==> config.mk <==
export PLATFORM = sky130hd
export DESIGN_NAME = wave_gen_multi
export DESIGN_NICKNAME = d
export VERILOG_FILES = /design/src/rtl/wave_gen_pkg.sv /design/src/rtl/wave_gen_multi_divider.sv /design/src/rtl/wave_gen_multi.sv
export SDC_FILE = /design/constraint.sdc
export NUM_CORES = 1
export LEC_CHECK = 0
export BUFFER_PORTS_ARGS = -buffer_cell sky130_fd_sc_hd__buf_4
export CAP_MARGIN = 30
export CORE_ASPECT_RATIO = 2
export CORE_MARGIN = 4
export CORE_UTILIZATION = 30
export CTS_BUF_LIST = sky130_fd_sc_hd__clkbuf_8
export CTS_CLUSTER_DIAMETER = 60
export CTS_CLUSTER_SIZE = 8
export DETAILED_ROUTE_END_ITERATION = 16
export GPL_ROUTABILITY_DRIVEN = 0
export HOLD_SLACK_MARGIN = 0.1
export PLACE_DENSITY = 0.55
export SKIP_LAST_GASP = 1
export SLEW_MARGIN = 15
export SYNTH_ARGS = -nofsm -noshare
export SYNTH_HDL_FRONTEND = slang
export SYNTH_SLANG_ARGS = --single-unit
==> constraint.sdc <==
create_clock -name clk -period 3.7 [get_ports clk]
set_clock_uncertainty 0.05 [all_clocks]
set_input_delay 0.555 -clock clk [delete_from_list [all_inputs] [get_ports clk]]
set_output_delay 0.555 -clock clk [all_outputs]
set_load 0.01 [all_outputs]
==> src/rtl/wave_gen_pkg.sv <==
// Shared waveform-generator definitions: waveform encodings and reset constants.
package wave_gen_pkg;

  // Waveform selector encoding; codes 5..7 are reserved and produce a zero output.
  typedef enum logic [2:0] {
    FN_SAW   = 3'd0,
    FN_RSAW  = 3'd1,
    FN_TRI   = 3'd2,
    FN_SQR   = 3'd3,
    FN_NOISE = 3'd4
  } func_e;

  localparam int unsigned FUNC_W = 3;

  // Power-on waveform selection and period marker state.
  localparam logic [FUNC_W-1:0] RST_FUNC         = FN_SAW;
  localparam logic              RST_PERIOD_START = 1'b0;

endpackage

==> src/rtl/wave_gen_multi_divider.sv <==
// Programmable step-rate divider: one tick every (2^FREQ_W - freq_reg) enabled clocks.
module freq_divider #(
  parameter int unsigned FREQ_W = 5
) (
  input  logic              clk,
  input  logic              reset,
  input  logic              en,
  input  logic              freq_load,
  input  logic [FREQ_W-1:0] freq_in,
  output logic              tick
);

  logic [FREQ_W-1:0] freq_reg;
  logic [FREQ_W-1:0] div_cnt;
  logic [FREQ_W-1:0] reload;

  assign tick = en & (div_cnt == '1);

  // A load in the same cycle as a tick takes effect immediately.
  assign reload = freq_load ? freq_in : freq_reg;

  // Reload register follows freq_load even while frozen; counter only runs when enabled.
  always_ff @(posedge clk or negedge reset) begin
    if (!reset) begin
      freq_reg <= '1;
      div_cnt  <= '0;
    end else begin
      if (freq_load) begin
        freq_reg <= freq_in;
      end
      if (tick) begin
        div_cnt <= reload;
      end else if (en) begin
        div_cnt <= div_cnt + FREQ_W'(1);
      end
    end
  end

endmodule

==> src/rtl/wave_gen_multi.sv <==
// Multi-waveform function generator: phase accumulator, LFSR noise source and
// waveform mux, with mode/duty changes deferred to waveform period boundaries.
module wave_gen_multi
  import wave_gen_pkg::*;
#(
  parameter int unsigned      OUT_W     = 8,
  parameter int unsigned      FREQ_W    = 5,
  parameter logic [OUT_W-1:0] LFSR_TAPS = 8'hB8
) (
  input  logic              clk,
  input  logic              reset,
  input  logic              en,
  input  logic              freq_load,
  input  logic [FREQ_W-1:0] freq_in,
  input  logic [2:0]        func,
  input  logic [OUT_W-1:0]  duty,
  output logic [OUT_W-1:0]  out,
  output logic              period_start
);

  logic             tick;
  logic [OUT_W:0]   ph;
  logic [OUT_W:0]   ph_next;
  logic [OUT_W-1:0] lfsr;
  logic [OUT_W-1:0] lfsr_next;
  logic [2:0]       act_func;
  logic [OUT_W-1:0] act_duty;
  logic             bnd;
  logic [2:0]       sel_func;
  logic [OUT_W-1:0] sel_duty;
  logic [OUT_W-1:0] s;
  logic [OUT_W-1:0] sample;

  freq_divider #(
    .FREQ_W (FREQ_W)
  ) u_divider (
    .clk       (clk),
    .reset     (reset),
    .en        (en),
    .freq_load (freq_load),
    .freq_in   (freq_in),
    .tick      (tick)
  );

  assign ph_next   = ph + (OUT_W + 1)'(1);
  assign lfsr_next = (lfsr >> 1) ^ (lfsr[0] ? LFSR_TAPS : '0);
  assign s         = ph_next[OUT_W-1:0];

  // Triangle spans the full phase range; every other mode repeats on the low bits.
  always_comb begin
    bnd = 1'b0;
    if (tick) begin
      if (act_func == FN_TRI) begin
        bnd = (ph_next == '0);
      end else begin
        bnd = (s == '0);
      end
    end
  end

  // The first sample of a new period already uses the newly requested mode/duty.
  assign sel_func = bnd ? func : act_func;
  assign sel_duty = bnd ? duty : act_duty;

  // Waveform mux evaluated on the post-increment phase and post-advance LFSR.
  always_comb begin
    sample = '0;
    case (sel_func)
      FN_SAW:   sample = s;
      FN_RSAW:  sample = ~s;
      FN_TRI:   sample = ph_next[OUT_W] ? ~s : s;
      FN_SQR:   sample = (s < sel_duty) ? '1 : '0;
      FN_NOISE: sample = lfsr_next;
      default:  sample = '0;
    endcase
  end

  // Phase, noise and output advance on tick; selection tracks inputs freely while frozen.
  always_ff @(posedge clk or negedge reset) begin
    if (!reset) begin
      ph           <= '0;
      lfsr         <= OUT_W'(1);
      act_func     <= RST_FUNC;
      act_duty     <= '0;
      out          <= '0;
      period_start <= RST_PERIOD_START;
    end else begin
      if (tick) begin
        ph   <= ph_next;
        lfsr <= lfsr_next;
        out  <= sample;
      end
      if (!en) begin
        act_func <= func;
        act_duty <= duty;
      end else if (bnd) begin
        act_func <= sel_func;
        act_duty <= sel_duty;
      end
      // bnd already implies en, so the marker is held low while frozen.
      period_start <= bnd;
    end
  end

endmodule

; ---- Yosys cells after proc, flatten, opt, wreduce, memory -nomap -nowiden
; Index checks and enable logic that the tools add are counted.
[totals]
out_inout_bits = 9
input_bits = 20
regBits = 47
elab_cells = 40
[op_classes]
order_cmp = 1
reduce_logical = 4
bitwise = 3
eq_ne = 7
mux = 15
add_sub_neg = 2
[ops]
columns = op, n
row1 = two-way mux 8 bit, 6
row2 = case mux 8 bit (5 select lines), 1
row3 = two-way mux 5 bit, 3
row4 = "adder 9 x 1 -> 9 bit, second input constant", 1
row5 = "== test 3 x 2 -> 1 bit, second input constant", 3
row6 = zero test 9 bit, 1
row7 = two-way mux 3 bit, 3
row8 = zero test 8 bit, 1
row9 = < comparator 8 bit, 1
row10 = inverter 8 bit, 1
row11 = bitwise XOR 7 x 8 -> 8 bit, 1
row12 = "adder 5 x 1 -> 5 bit, second input constant", 1
row13 = "== test 5 bit, second input constant", 1
row14 = "== test 3 x 1 -> 1 bit, second input constant", 1
row15 = "== test 3 bit, second input constant", 1
row16 = zero test 3 bit, 1
row17 = two-way mux 1 bit, 2
row18 = "inequality test 2 x 1 -> 1 bit, second input constant", 1
row19 = nonzero test 2 bit, 1
row20 = bitwise AND 1 bit, 1

; ---- Logic depth before layout (Yosys ltp)
; Gate-level depths: netlist of the first run.
[logic_depth]
ltp_word = 8
depth_mapped = 15
depth_no_buf = 13

; ---- Hierarchy
; From an unflattened synthesis of the first run, not the netlist that was laid out.
[unflattened]
hier_cells = 266
hier_area_um2 = 2887.8
[modules_own_cells]
columns = mod, instances, cells_per_inst, area_each_um2, seq_area_each_um2
row1 = wave_gen_multi, 1, 223, 2406.1, 927.1
row2 = freq_divider, 1, 43, 481.7, 256.5

; ---- Least setup slack after synthesis of the first run
; Ideal clock, no wire load.
[synth_path]
path_type = flip-flop to flip-flop
start = reg u_divider.div_cnt[0]
end = reg out[3]
t_arrival_ps = 3110
n_path_buf = 2
t_required_ps = 3560
path_stages_with_launch = 16
path_slack_ps = 451
period_less_slack_ps = 3249
setup_ps = 90
cell_sequence = dfrtp_1 > ha_1 > and3_1 > ha_1 > buf_2 > nand4_1 > or4_4 > o21a_1 > buf_6 > mux2i_1 > ha_1 > a211oi_1 > nor2_1 > nor3_1 > nand4b_1 > o2111ai_1
[synth_between]
elab_chain_cells = 7
word_cells_on_any_way = 13
classes_between = 1 x order compare / 5 x eq/ne / 5 x mux / 1 x bitwise / 1 x reduce/logical
[synth_lines]
columns = item, line_no
row1 = from (decl), wave_gen_multi_divider.sv:14  ; logic [FREQ_W-1:0] div_cnt;
row2 = from (signal assigned), wave_gen_multi_divider.sv:32  ; div_cnt <= reload;
row3 = from (signal assigned), wave_gen_multi_divider.sv:34  ; div_cnt <= div_cnt + FREQ_W'(1);
row4 = == test 5 bit *, wave_gen_multi_divider.sv:17  ; assign tick = en & (div_cnt == '1);
row5 = bitwise AND 1 bit *, wave_gen_multi_divider.sv:17
row6 = two-way mux 1 bit, wave_gen_multi.sv:52  ; if (tick) begin
row7 = two-way mux 8 bit, wave_gen_multi.sv:63  ; assign sel_duty = bnd ? duty : act_duty;
row8 = < comparator 8 bit, wave_gen_multi.sv:72  ; FN_SQR: sample = (s < sel_duty) ? '1 : '0;
row9 = two-way mux 8 bit, wave_gen_multi.sv:72
row10 = case mux 8 bit (5 select lines), wave_gen_multi.sv:68  ; case (sel_func)
row11 = to (signal assigned), wave_gen_multi.sv:91  ; out <= sample;
row12 = to (decl), wave_gen_multi.sv:17  ; output logic [OUT_W-1:0] out,
; Every way passes the cells marked *; elsewhere a longest branch is shown, timed or not.
; A chain may end at the register's enable or synchronous reset.

; ---- Worst setup path in the final report of the first run
; Same ends and word-level chain as after synthesis.

==> results of run 1 <==
-- final timing paths --
check,from,end,slack [ps],depth (start not counted)
max,u_divider.div_cnt[0],out[3],330,14
min,reset,lfsr[4],190,1
max reg2reg,u_divider.div_cnt[0],out[3],330,14
min reg2reg,act_duty[7],act_duty[7],450,1
max in group asynchronous,reset,ph[3],2980,1
min in group clk,duty[4],act_duty[4],420,2
-- layout make-up --
type,count,area [um2]
timing repair buffer,33,247.7
tap,102,127.6
sequential,47,1184
clock inverter,2,35.03
clock buffer,6,82.58
multi-input combinational,195,1478
inverter,13,48.80
fill,908,5809
-- metal layers --
metal  GRT usage  wire (um)  share of wire
met1      0.1362       2513           0.39
met2      0.2342       3642           0.56
met3     0.01568        128          0.020
met4     0.06942        223          0.034
met5           0          0              0
-- cell families after synthesis --
| family | synth area share |
|---|---|
| simple gates | 0.1990 |
| flops | 0.4269 |
| compound gates | 0.1051 |
| mux | 0.1263 |
| buf+inv | 0.04061 |
| xor+xnor | 0.05686 |
| fa+ha+maj | 0.04513 |
-- what timing repair did --
item / 4_1_cts / 5_1_grt
setup endpoints to repair: 0 / 8
hold buffers: 0 / 0
setup buffers: 0 / 1
gates resized for setup: 0 / 1
-- worst register-to-register path: stages, from the launching register on --
cell,delay [ps]
dfrtp_1,380
ha_1,190
and3_1,160
ha_1,200
nand4_1,150
or4_4,580
o21a_2,240
mux2i_1,160
ha_1,310
a211oi_1,280
nor2_1,80
nor3_1,130
nand4b_1,110
buf_4,180
o2111ai_1,80
-- layout by cell type, fill, tap and decap left out, types with 2 or more instances in the layout --
cell type / n
dfstp_2: 6
o21ai_1: 2
nand3_1: 14
xor2_1: 12
and2_1: 9
clkbuf_8: 6
nand4_1: 4
ha_1: 10
nor3_1: 5
mux2_2: 6
nor3b_1: 5
o2111ai_1: 9
xnor2_1: 6
buf_4: 33
a211oi_1: 3
nor2_1: 10
o211ai_1: 2
a31oi_1: 8
nand2b_1: 2
nand2_1: 34
nand3b_1: 2
a21oi_1: 4
dfrtp_1: 41
o21ai_0: 3
mux2i_1: 13
mux2_1: 11
inv_1: 13
-- metrics by stage --
stage          instance area (um2)  power [W]  worst slack, ps
2_1_floorplan                 2773  0.0009750            450.7
3_3_place_gp                  3077   0.001140            205.7
3_5_place_dp                  3077   0.001150            49.93
4_1_cts                       3194   0.001564            32.47
5_1_grt                       3203   0.001651            38.83
6_report                      3203   0.001531            334.3
-- power groups by stage --
| stage | Clock [W] | Combinational, W | Sequential, W |
|---|---|---|---|
| after CTS | 0.000419 | 0.000441 | 0.000703 |
| after floorplan | 0 | 0.000278 | 0.000697 |
| after detailed placement | 0 | 0.000440 | 0.000710 |
| after global routing | 0.000433 | 0.000499 | 0.000720 |
| final | 0.000399 | 0.000431 | 0.000702 |
| after global placement | 0 | 0.000430 | 0.000711 |
==> out/qor.yml, run 1 <==
pwr:
  clockPowerShare: 0.260
  comb_power_share: 0.281
  max-vdd-ir-drop_v: 0.0001551
  p_int_w: 0.001053
  p_leak_nw: 1.485
  p_sw_w: 0.0004779
  swShare: 0.3121
  seqPwrFrac: 0.458
  power_density_nw_per_um2: 478.1
clock_tree:
  path_clk_slew_ps: 90
  cts_buffers: 5
  cts.sinks: 47
  clk_path_buf_depth: 2
  cts_tree: "built"
  clock_latency_ps: 310
  htree_levels: 2
  cts_root_buf: "clkbuf_8"
critical_path:
  crit_chain: "ha_1 > and3_1 > ha_1 > nand4_1 > or4_4 > o21a_2 > mux2i_1 > ha_1 > a211oi_1 > nor2_1 > nor3_1 > nand4b_1 > buf_4 > o2111ai_1"
  crit_top_cell: "ha_1"
  cp_top_family: "simple AND/OR/NAND/NOR gates"
  cp-end-kind: "flip-flop"
  worst-path-max-fanout: 9
  cp_slowest_cell: "or4_4"
  worst-path-buf-inv: 1
  cp.required_ps: 3880
  cp_slowest_stage_delay_ps: 580
  critical_path.startpoint_type: "flip-flop"
  critical_path_arrival_ps: 3540
  criticalPathCategory: "flip-flop to flip-flop"
grt:
  grt_max_degree: 48
  grt_pass1_wl_um: 11020
  grt_usage: 0.1262
  grt_pass1_vias: 2193
  antenna_found_initial: 0
  grt_overflow: 0
timing:
  setup_viol: 0
  fin_crit_sh: 0.9096
  finalCriticalPeriod_ps: 3366
  worst_pin_slew_ps: 639.9
  rsz0062_at_grt: "false"
  holdWs_ps: 193.5
  fmax_ghz: 0.2971
  slew_headroom: 0.5734
  fin_tns_setup_ps: 0
  finalMaxSlewViolations: 0
  hold_viol: 0
synthesis:
  yosysMostFrequentCell: "dfrtp_1"
  synth_cell_types: 50
  synth_area_leaders: "dfrtp_1 (37%), dfstp_2 (5.7%), mux2i_1 (4.7%)"
  yosys_warnings: 0
  synth_edf_count: 0
  synth_seq_cells: 47
  syn-cell-area_um2: 2773
  postSynth.asyncResetShare: 1.000
  syn-mean-instance-area_um2: 10.35
  netlist.area_leader.share: 0.3700
  synth_commonest_cells: "dfrtp_1 (41), nand2_1 (34), nand3_1 (14)"
  syn-num-nets: 298
  synth-seq-area-share: 0.4269
  synth.largest_area_cell: "dfrtp_1"
  syn-instance-count: 268
  ys.flop_type: "dfrtp_1"
final_layout:
  area_delta_synth_final_pct: 15.52
  largest_reg_flops: 9
  drive_above_1_share: 0.2196
  final_core_util: 0.3554
  instances_no_fill: 398
  nNetsFinal: 325
  top_register: "ph"
  antenna_cells: 0
floorplan:
  start_util: 0.3076
  dieArea_um2: 10940
  boundaryPins: 29
  die_width_um: 75.98
  coreArea_um2: 9012
  fp-row-count: 49
  die_h_um: 144.0
routing:
  wl_um: 6508
  dr.pass1.iters: 4
  wire_per_inst_um: 16.35
  drcViolationCount: 0
  viasPerCell: 5.085
  ant_nets: 0
  vias: 2024
  drtIter0Drc: 92
worst_hold_path:
  min_path_type: "input pin to async pin"
run_status:
  status: "complete, no violations"
place:
  io_buffers: 28
  dpl.hpwl_um: 4978
  placed_cells_incl_taps: 389
job:
  max-cap-violations: 0
Power figures use the tool's default switching activity.
==> run 2, diff against run 1 <==
--- a/config.mk
+++ b/config.mk
@@ -21,4 +21,5 @@
 export SLEW_MARGIN = 15
 export SYNTH_ARGS = -nofsm -noshare
 export SYNTH_HDL_FRONTEND = slang
+export SYNTH_HIERARCHICAL = 1
 export SYNTH_SLANG_ARGS = --single-unit
==> run 2 against run 1 <==
- synthesized cell count decreased by 0.75%
- global-route usage shrank 0.14 points
- first-iteration DRC count is 14% higher
- largest cell class unchanged
- sequential power down 13%
- clock power is 25% lower
- utilization up 1.1 points
==> out/qor.yml, run 2 <==
timing:
  finalCriticalPeriod_ps: 3493  # was 3366 ps
  fmax_ghz: 0.2863  # was 0.2971 GHz
  worst_pin_slew_ps: 600.4  # was 639.9 ps
  fin_crit_sh: 0.9441  # was 0.9096
  setup_viol: 0  # unchanged
  finalMaxSlewViolations: 0  # unchanged
  hold_viol: 0  # unchanged
  slew_headroom: 0.5883  # was 0.5734
floorplan:
  dieArea_um2: 11350  # was 10940 um2
  coreArea_um2: 9384  # was 9012 um2
  start_util: 0.3077  # was 0.3076
  fp-row-count: 50  # was 49
  die_h_um: 146.8  # was 144.0 um
  boundaryPins: 29  # unchanged
  die_width_um: 77.38  # was 75.98 um
critical_path:
  cp_slowest_cell: "dfrtp_1"  # was or4_4
  critical_path.startpoint_type: "flip-flop"  # unchanged
  r2r_cells: 19  # was 14
  cp-end-kind: "flip-flop"  # unchanged
  r2r-end: "out[1]"  # was out[3]
  critical_path_arrival_ps: 3660  # was 3540 ps
  crit_top_cell: "buf_6"  # was ha_1
  cp_slowest_stage_delay_ps: 410  # was 580 ps
  criticalPathCategory: "flip-flop to flip-flop"  # unchanged
  worst-path-max-fanout: 8  # was 9
  r2r_start: "u_divider/div_cnt[0]"  # was u_divider.div_cnt[0]
  crit_chain: "ha_2 > and3_4 > ha_4 > nand2_4 > inv_4 > nand3_2 > nor3_4 > nor2_2 > nor3_2 > buf_6 > buf_6 > mux2i_1 > ha_1 > and4_1 > o21ai_1 > nand4b_1 > a21oi_2 > o2111ai_4 > o221ai_1"  # was ha_1 > and3_1 > ha_1 > nand4_1 > or4_4 > o21a_2 > mux2i_1 > ha_1 > a211oi_1 > nor2_1 > nor3_1 > nand4b_1 > buf_4 > o2111ai_1
  rrSetupSlack_ps: 210  # was 330 ps
  cp.required_ps: 3870  # was 3880 ps
synthesis:
  syn-cell-area_um2: 2888  # was 2773 um2
  synth_seq_cells: 47  # unchanged
  postSynth.asyncResetShare: 1.000  # unchanged
  syn-instance-count: 266  # was 268
  synth_top_family_by_area: "compound AO/OA/AOI/OAI gates"  # was simple AND/OR/NAND/NOR gates
  netlist.area_leader.share: 0.3553  # was 0.3700
  synth_xor_area_frac: 0.05763  # was 0.05686
  synth.largest_area_cell: "dfrtp_1"  # unchanged
  synth_area_leaders: "dfrtp_1 (36%), dfstp_2 (5.5%), mux2_2 (5.1%)"  # was dfrtp_1 (37%), dfstp_2 (5.7%), mux2i_1 (4.7%)
  synth_edf_count: 0  # unchanged
  synth_cell_types: 56  # was 50
  synth-simple-area-share: 0.1213  # was 0.1990
  yosys_warnings: 6  # was 0
  synth_commonest_cells: "dfrtp_1 (41), inv_1 (19), a221oi_1 (15)"  # was dfrtp_1 (41), nand2_1 (34), nand3_1 (14)
  yosysMostFrequentCell: "dfrtp_1"  # unchanged
  syn-num-nets: 297  # was 298
  synth-seq-area-share: 0.4099  # was 0.4269
  synth-adder-area-share: 0.04766  # was 0.04513
  syn-mean-instance-area_um2: 10.86  # was 10.35 um2
  ys.flop_type: "dfrtp_1"  # unchanged
  synth.area.mux_share: 0.1261  # was 0.1264
  synth-compound-area-share: 0.1815  # was 0.1051
clock_tree:
  cts_root_buf: "clkbuf_8"  # unchanged
  clock_latency_ps: 310  # about the same
  path_clk_slew_ps: 90  # about the same
  htree_levels: 2  # unchanged
  cts.sinks: 47  # unchanged
  cts_buffers: 5  # unchanged
  clk_path_buf_depth: 2  # unchanged
  cts_tree: "built"  # unchanged
final_layout:
  drive_above_1_share: 0.3422  # was 0.2196
  final_cell_mix: "dfrtp_1 (39), buf_4 (38), inv_1 (20)"  # was dfrtp_1 (41), nand2_1 (34), buf_4 (33)
  top_register: "ph"  # unchanged
  nFillCells: 935  # was 908
  fin_area_um2: 3441  # was 3203 um2
  final_common_cell: "dfrtp_1"  # unchanged
  nNetsFinal: 331  # was 325
  area_delta_synth_final_pct: 19.15  # was 15.52%
  largest_reg_flops: 9  # unchanged
  antenna_cells: 0  # unchanged
place:
  placed_area_um2: 3191  # was 3077 um2
  dpl.hpwl_um: 5290  # was 4978 um
  io_buffers: 28  # unchanged
routing:
  dr.pass1.iters: 4  # unchanged
  wl_um: 6868  # was 6508 um
  vias: 2228  # was 2024
  drcViolationCount: 0  # unchanged
  wire_per_inst_um: 16.96  # was 16.35 um
  ant_nets: 0  # unchanged
  viasPerCell: 5.501  # was 5.085
  drtIter0Drc: 105  # was 92
worst_hold_path:
  min_path_type: "input pin to async pin"  # unchanged
grt:
  use_met3: 0.02270  # was 0.01568
  use_met2: 0.2236  # was 0.2342
  grt_busiest_layer: "met2"  # unchanged
  grt_max_degree: 48  # unchanged
  grt_usage: 0.1248  # was 0.1262
  antenna_found_initial: 0  # unchanged
  grt_overflow: 0  # unchanged
  met1_usage: 0.1267  # was 0.1362
  grt_pass1_vias: 2328  # was 2193
  grt_pass1_wl_um: 11290  # was 11020 um
job:
  max-cap-violations: 0  # unchanged
pwr:
  total_power_w: 0.001146  # was 0.001531 W
  p_leak_nw: 1.517  # was 1.485 nW
  max-vdd-ir-drop_v: 0.0001380  # was 0.0001551 V
  power_density_nw_per_um2: 333.2  # was 478.1 nW/um2
run_status:
  status: "complete, no violations"  # unchanged
[run 2: cell types whose count changed after synthesis, moves of 7 or more]
cell and delta:
o2111ai_1 -7, a31oi_1 -8, mux2_2 +7, nand3_1 -9
a221oi_1 +15, o221ai_1 +8, nand2_1 -21, and2_1 -9
[run 2: per-layer routing]
metal	wire, um	part of all wire	vias to the layer above
met5	0	0	-
met3	251	0.037	16
met1	2518	0.37	1090
met4	359	0.052	0
met2	3738	0.54	56
li1	-	-	1066
[run 2: how the worst max path moves through the flow]
stage	end	slack (ps)	start
3_3_place_gp	out[2]	50	u_divider/div_cnt[1]
4_1_cts	out[5]	50	u_divider/div_cnt[1]
3_5_place_dp	out[5]	-20	u_divider/div_cnt[1]
6_report	out[1]	210	u_divider/div_cnt[0]
5_1_grt	out[1]	-40	u_divider/div_cnt[0]
2_1_floorplan	out[0]	160	u_divider/div_cnt[0]
[run 2: area by class of cell]
| type | count | area (um2) | share of cell area |
|---|---|---|---|
| inverters | 19 | 73.82 | 0.02145 |
| well taps | 104 | 130.1 | 0.03782 |
| clock inverters | 3 | 12.51 | 0.003636 |
| multi-input cells | 187 | 1662 | 0.4829 |
| repair buffers | 40 | 307.8 | 0.08945 |
| flip-flops and latches | 47 | 1186 | 0.3447 |
| clock buffers | 5 | 68.82 | 0.02000 |
[run 2: timing repair]
item	in CTS	in global routing
pin swaps	0	14
setup buffers	0	5
hold buffers	0	0
endpoints found under the setup margin	8	8
gates resized for setup	1	30
[run 2: metrics by stage]
stage,std cells,utilization,hold slack (ps),worst slack [ps],setup TNS (ps)
floorplan,266,-,209.4,155.6,0
global placement,392,0.3400,417.6,49.92,0
detailed placement,392,0.3400,424.0,-20.58,-39.49
CTS,400,0.3493,216.7,52.90,0
global route,405,0.3667,237.8,-44.92,-209.4
finish,405,0.3667,202.2,206.7,0
[run 2: worst max-delay path: cells and delay by family (launching register included)]
kind / cells / cell delay (ps)
multiplexers: 1 / 190
adder cells (fa/ha/maj): 3 / 610
AO/OA/AOI/OAI: 4 / 600
flip-flops: 1 / 410
buffers and inverters: 3 / 360
AND/OR/NAND/NOR: 8 / 1200
[run 2: kinds of logic (layout without fill, tap and decap cells)]
| kind of cell | count (synthesis) | count (layout) |
|---|---|---|
| AO/OA/AOI/OAI | 63 | 63 |
| multiplexers | 33 | 33 |
| AND/OR/NAND/NOR | 61 | 61 |
| XOR/XNOR | 19 | 19 |
| flip-flops | 47 | 47 |
| adder cells (fa/ha/maj) | 11 | 11 |
| buffers and inverters | 32 | 67 |
[run 2: power breakdown]
| part | internal (W) | switching, W | total (W) | leakage [nW] |
|---|---|---|---|---|
| sequential | 0.000573 | 0.0000394 | 0.000612 | 0.556 |
| combinational | 0.000115 | 0.000121 | 0.000236 | 0.911 |
| clock | 0.000127 | 0.000171 | 0.000298 | 0.0505 |
| total | 0.000815 | 0.000331 | 0.00115 | 1.52 |
==> run 3, diff against run 2 <==
--- a/config.mk
+++ b/config.mk
@@ -6,7 +6,6 @@
 export NUM_CORES = 1
 export LEC_CHECK = 0
 export BUFFER_PORTS_ARGS = -buffer_cell sky130_fd_sc_hd__buf_4
-export CAP_MARGIN = 30
 export CORE_ASPECT_RATIO = 2
 export CORE_MARGIN = 4
 export CORE_UTILIZATION = 30
@@ -16,7 +15,8 @@
 export DETAILED_ROUTE_END_ITERATION = 16
 export GPL_ROUTABILITY_DRIVEN = 0
 export HOLD_SLACK_MARGIN = 0.1
-export PLACE_DENSITY = 0.55
+export PLACE_DENSITY = 0.57
+export RECOVER_POWER = 25
 export SKIP_LAST_GASP = 1
 export SLEW_MARGIN = 15
 export SYNTH_ARGS = -nofsm -noshare
==> constraint.sdc (replaced) <==
create_clock -name clk -period 3.07 [get_ports clk]
set_clock_uncertainty 0.05 [all_clocks]
set_input_delay 0.4605 -clock clk [delete_from_list [all_inputs] [get_ports clk]]
set_output_delay 0.4605 -clock clk [all_outputs]
set_load 0.01 [all_outputs]
==> run 3 against run 2 <==
- the flow now finishes with violations (capacitance limit, slew limit, setup timing)
- hold slack improved by 110 ps
- sequential share of layout area is 2.5 points lower
- via count up 4.8%
- die area unchanged
- register-to-register slack lost 420 ps
- critical path type unchanged
- largest power group unchanged
==> out/qor.yml, run 3 (synthesized netlist as in run 2, its figures left out) <==
grt:
  grt_busiest_layer: "met2"  # unchanged
  use_met3: 0.02086  # was 0.02270
  grt_pass1_vias: 2581  # was 2328
  antenna_found_initial: 0  # unchanged
  grt_pass1_wl_um: 12520  # was 11290 um
  grt_usage: 0.1391  # was 0.1248
  grt_max_degree: 48  # unchanged
  use_met2: 0.2569  # was 0.2236
  grt_overflow: 0  # unchanged
  met1_usage: 0.1362  # was 0.1267
routing:
  vias: 2334  # was 2228
  wl_um: 7486  # was 6868 um
  ant_nets: 0  # unchanged
  dr.pass1.iters: 4  # unchanged
  drtIter0Drc: 141  # was 105
  wire_per_inst_um: 17.01  # was 16.96 um
  drcViolationCount: 0  # unchanged
  viasPerCell: 5.305  # was 5.501
place:
  dpl.hpwl_um: 5818  # was 5290 um
  placed_cells_incl_taps: 426  # was 392
  io_buffers: 28  # unchanged
clock_tree:
  cts_buffers: 5  # unchanged
  path_clk_slew_ps: 100  # was 90 ps
  clk_path_buf_depth: 2  # unchanged
  cts_tree: "built"  # unchanged
  clock_latency_ps: 320  # was 310 ps
  cts_root_buf: "clkbuf_8"  # unchanged
  cts.sinks: 47  # unchanged
  ctsHoldBuffers: 0  # unchanged
  htree_levels: 2  # unchanged
final_layout:
  final_common_cell: "buf_4"  # was dfrtp_1
  drive_above_1_share: 0.4077  # was 0.3422
  nNetsFinal: 366  # was 331
  area_delta_synth_final_pct: 28.21  # was 19.15%
  largest_reg_flops: 9  # unchanged
  final_cell_mix: "buf_4 (72), dfrtp_1 (41), inv_1 (18)"  # was dfrtp_1 (39), buf_4 (38), inv_1 (20)
  seqCellArea_um2: 1184  # was 1186 um2
  multi_input_area_um2: 1649  # was 1662 um2
  nFillCells: 930  # was 935
  top_register: "ph"  # unchanged
  instances_no_fill: 440  # was 405
  antenna_cells: 0  # unchanged
floorplan:
  fp-row-count: 50  # unchanged
  dieArea_um2: 11350  # unchanged
  die_h_um: 146.8  # unchanged
  die_width_um: 77.38  # unchanged
  start_util: 0.3077  # unchanged
  boundaryPins: 29  # unchanged
  coreArea_um2: 9384  # unchanged
timing:
  fin_crit_sh: 1.069  # was 0.9441
  fin_tns_setup_ps: -1617  # was 0 ps
  slew_headroom: -0.6997  # was 0.5883
  finalCriticalPeriod_ps: 3282  # was 3493 ps
  setup_viol: 8  # was 0
  fmax_ghz: 0.3047  # was 0.2863 GHz
  finalMaxSlewViolations: 48  # was 0
  rsz0062_at_grt: "true"
  hold_viol: 0  # unchanged
  worst_pin_slew_ps: 2549  # was 600.4 ps
  setup_ws_ps: -212.4  # was 206.7 ps
critical_path:
  cp_slowest_stage_delay_ps: 360  # was 410 ps
  r2r_cells: 19  # unchanged
  crit_top_cell: "buf_6"  # unchanged
  worst-path-max-fanout: 8  # unchanged
  cp.depth: 19  # unchanged
  cp_slowest_cell: "dfrtp_1"  # unchanged
  cp-end-kind: "flip-flop"  # unchanged
  cp.required_ps: 3250  # was 3870 ps
  crit_chain: "ha_2 > and3_4 > ha_4 > nand2_4 > inv_4 > nand2_2 > a211oi_2 > nor2_2 > nor3_2 > buf_6 > buf_6 > mux2i_1 > ha_1 > and4_1 > o21ai_1 > nand4b_1 > a21oi_2 > o2111ai_4 > o221ai_1"  # was ha_2 > and3_4 > ha_4 > nand2_4 > inv_4 > nand3_2 > nor3_4 > nor2_2 > nor3_2 > buf_6 > buf_6 > mux2i_1 > ha_1 > and4_1 > o21ai_1 > nand4b_1 > a21oi_2 > o2111ai_4 > o221ai_1
  criticalPathCategory: "flip-flop to flip-flop"  # unchanged
  crit_path_end: "out[7]"  # was out[1]
  r2r_start: "u_divider/div_cnt[1]"  # was u_divider/div_cnt[0]
  rrSetupSlack_ps: -210  # was 210 ps
  critical_path.startpoint_type: "flip-flop"  # unchanged
  critical_path_arrival_ps: 3460  # was 3660 ps
  worst-path-buf-inv: 3  # unchanged
  r2r-end: "out[7]"  # was out[1]
  cp_top_family: "simple AND/OR/NAND/NOR gates"  # unchanged
  cp-startpoint: "u_divider/div_cnt[1]"  # was u_divider/div_cnt[0]
run_status:
  status: "finished with violations"  # was complete, no violations
  failed_checks: "capacitance limit, slew limit, setup timing"
pwr:
  p_leak_nw: 1.670  # was 1.517 nW
  max-vdd-ir-drop_v: 0.0001734  # was 0.0001380 V
  power_density_nw_per_um2: 395.0  # was 333.2 nW/um2
job:
  max-cap-violations: 1  # was 0
worst_hold_path:
  min_path_type: "input pin to flip-flop"  # was input pin to async pin
run 3: final cells by class:
class                      count  share of cell area
sequential                    47              0.3197
timing repair buffer          75              0.1531
multi-input combinational    187              0.4454
tap                          104             0.03515
clock inverter                 2            0.004393
clock buffer                   6             0.02230
inverter                      19             0.01994
run 3: worst min-delay path by stage:
stage | startpoint | endpoint | cells past startpoint
after global placement | act_duty[6] | act_duty[6] | 1
final | duty[1] | act_duty[1] | 2
after global routing | duty[0] | act_duty[0] | 2
after detailed placement | act_duty[5] | act_duty[5] | 1
after floorplan | reset | act_duty[0] | 0
after CTS | reset | ph[2] | 1
run 3: metal layers:
metal / routed length (um) / up-vias
li1: - / 1130
met1: 2690 / 1117
met2: 3993 / 62
met3: 259 / 25
met4: 543 / 0
met5: 0 / -
run 3: timing repair:
action,CTS,global route
setup buffers,4,2
endpoints found under the setup margin,8,8
gates cloned,0,0
hold endpoints to repair,0,0
pin swaps,3,0
resized for setup,11,5
run 3: stage by stage:
stage | hold slack, ps | area (um2) | worst slack (ps) | utilization | power, W
finish | 315.9 | 3702 | -212.4 | 0.3945 | 0.001462
global route | 321.8 | 3702 | -441.6 | 0.3945 | 0.001541
CTS | 121.5 | 3670 | -185.1 | 0.3911 | 0.001471
detailed placement | 424.2 | 3487 | -242.9 | 0.3716 | 0.001048
global placement | 417.5 | 3487 | -159.4 | 0.3716 | 0.001034
floorplan | 114.9 | 2939 | -138.6 | - | 0.0009027
run 3: power by group:
group / switching, W / internal [W] / leakage (nW)
Sequential: 0.0000438 / 0.000691 / 0.559
Clock: 0.000232 / 0.000184 / 0.0474
Combinational: 0.000156 / 0.000156 / 1.06
Total: 0.000432 / 0.00103 / 1.67
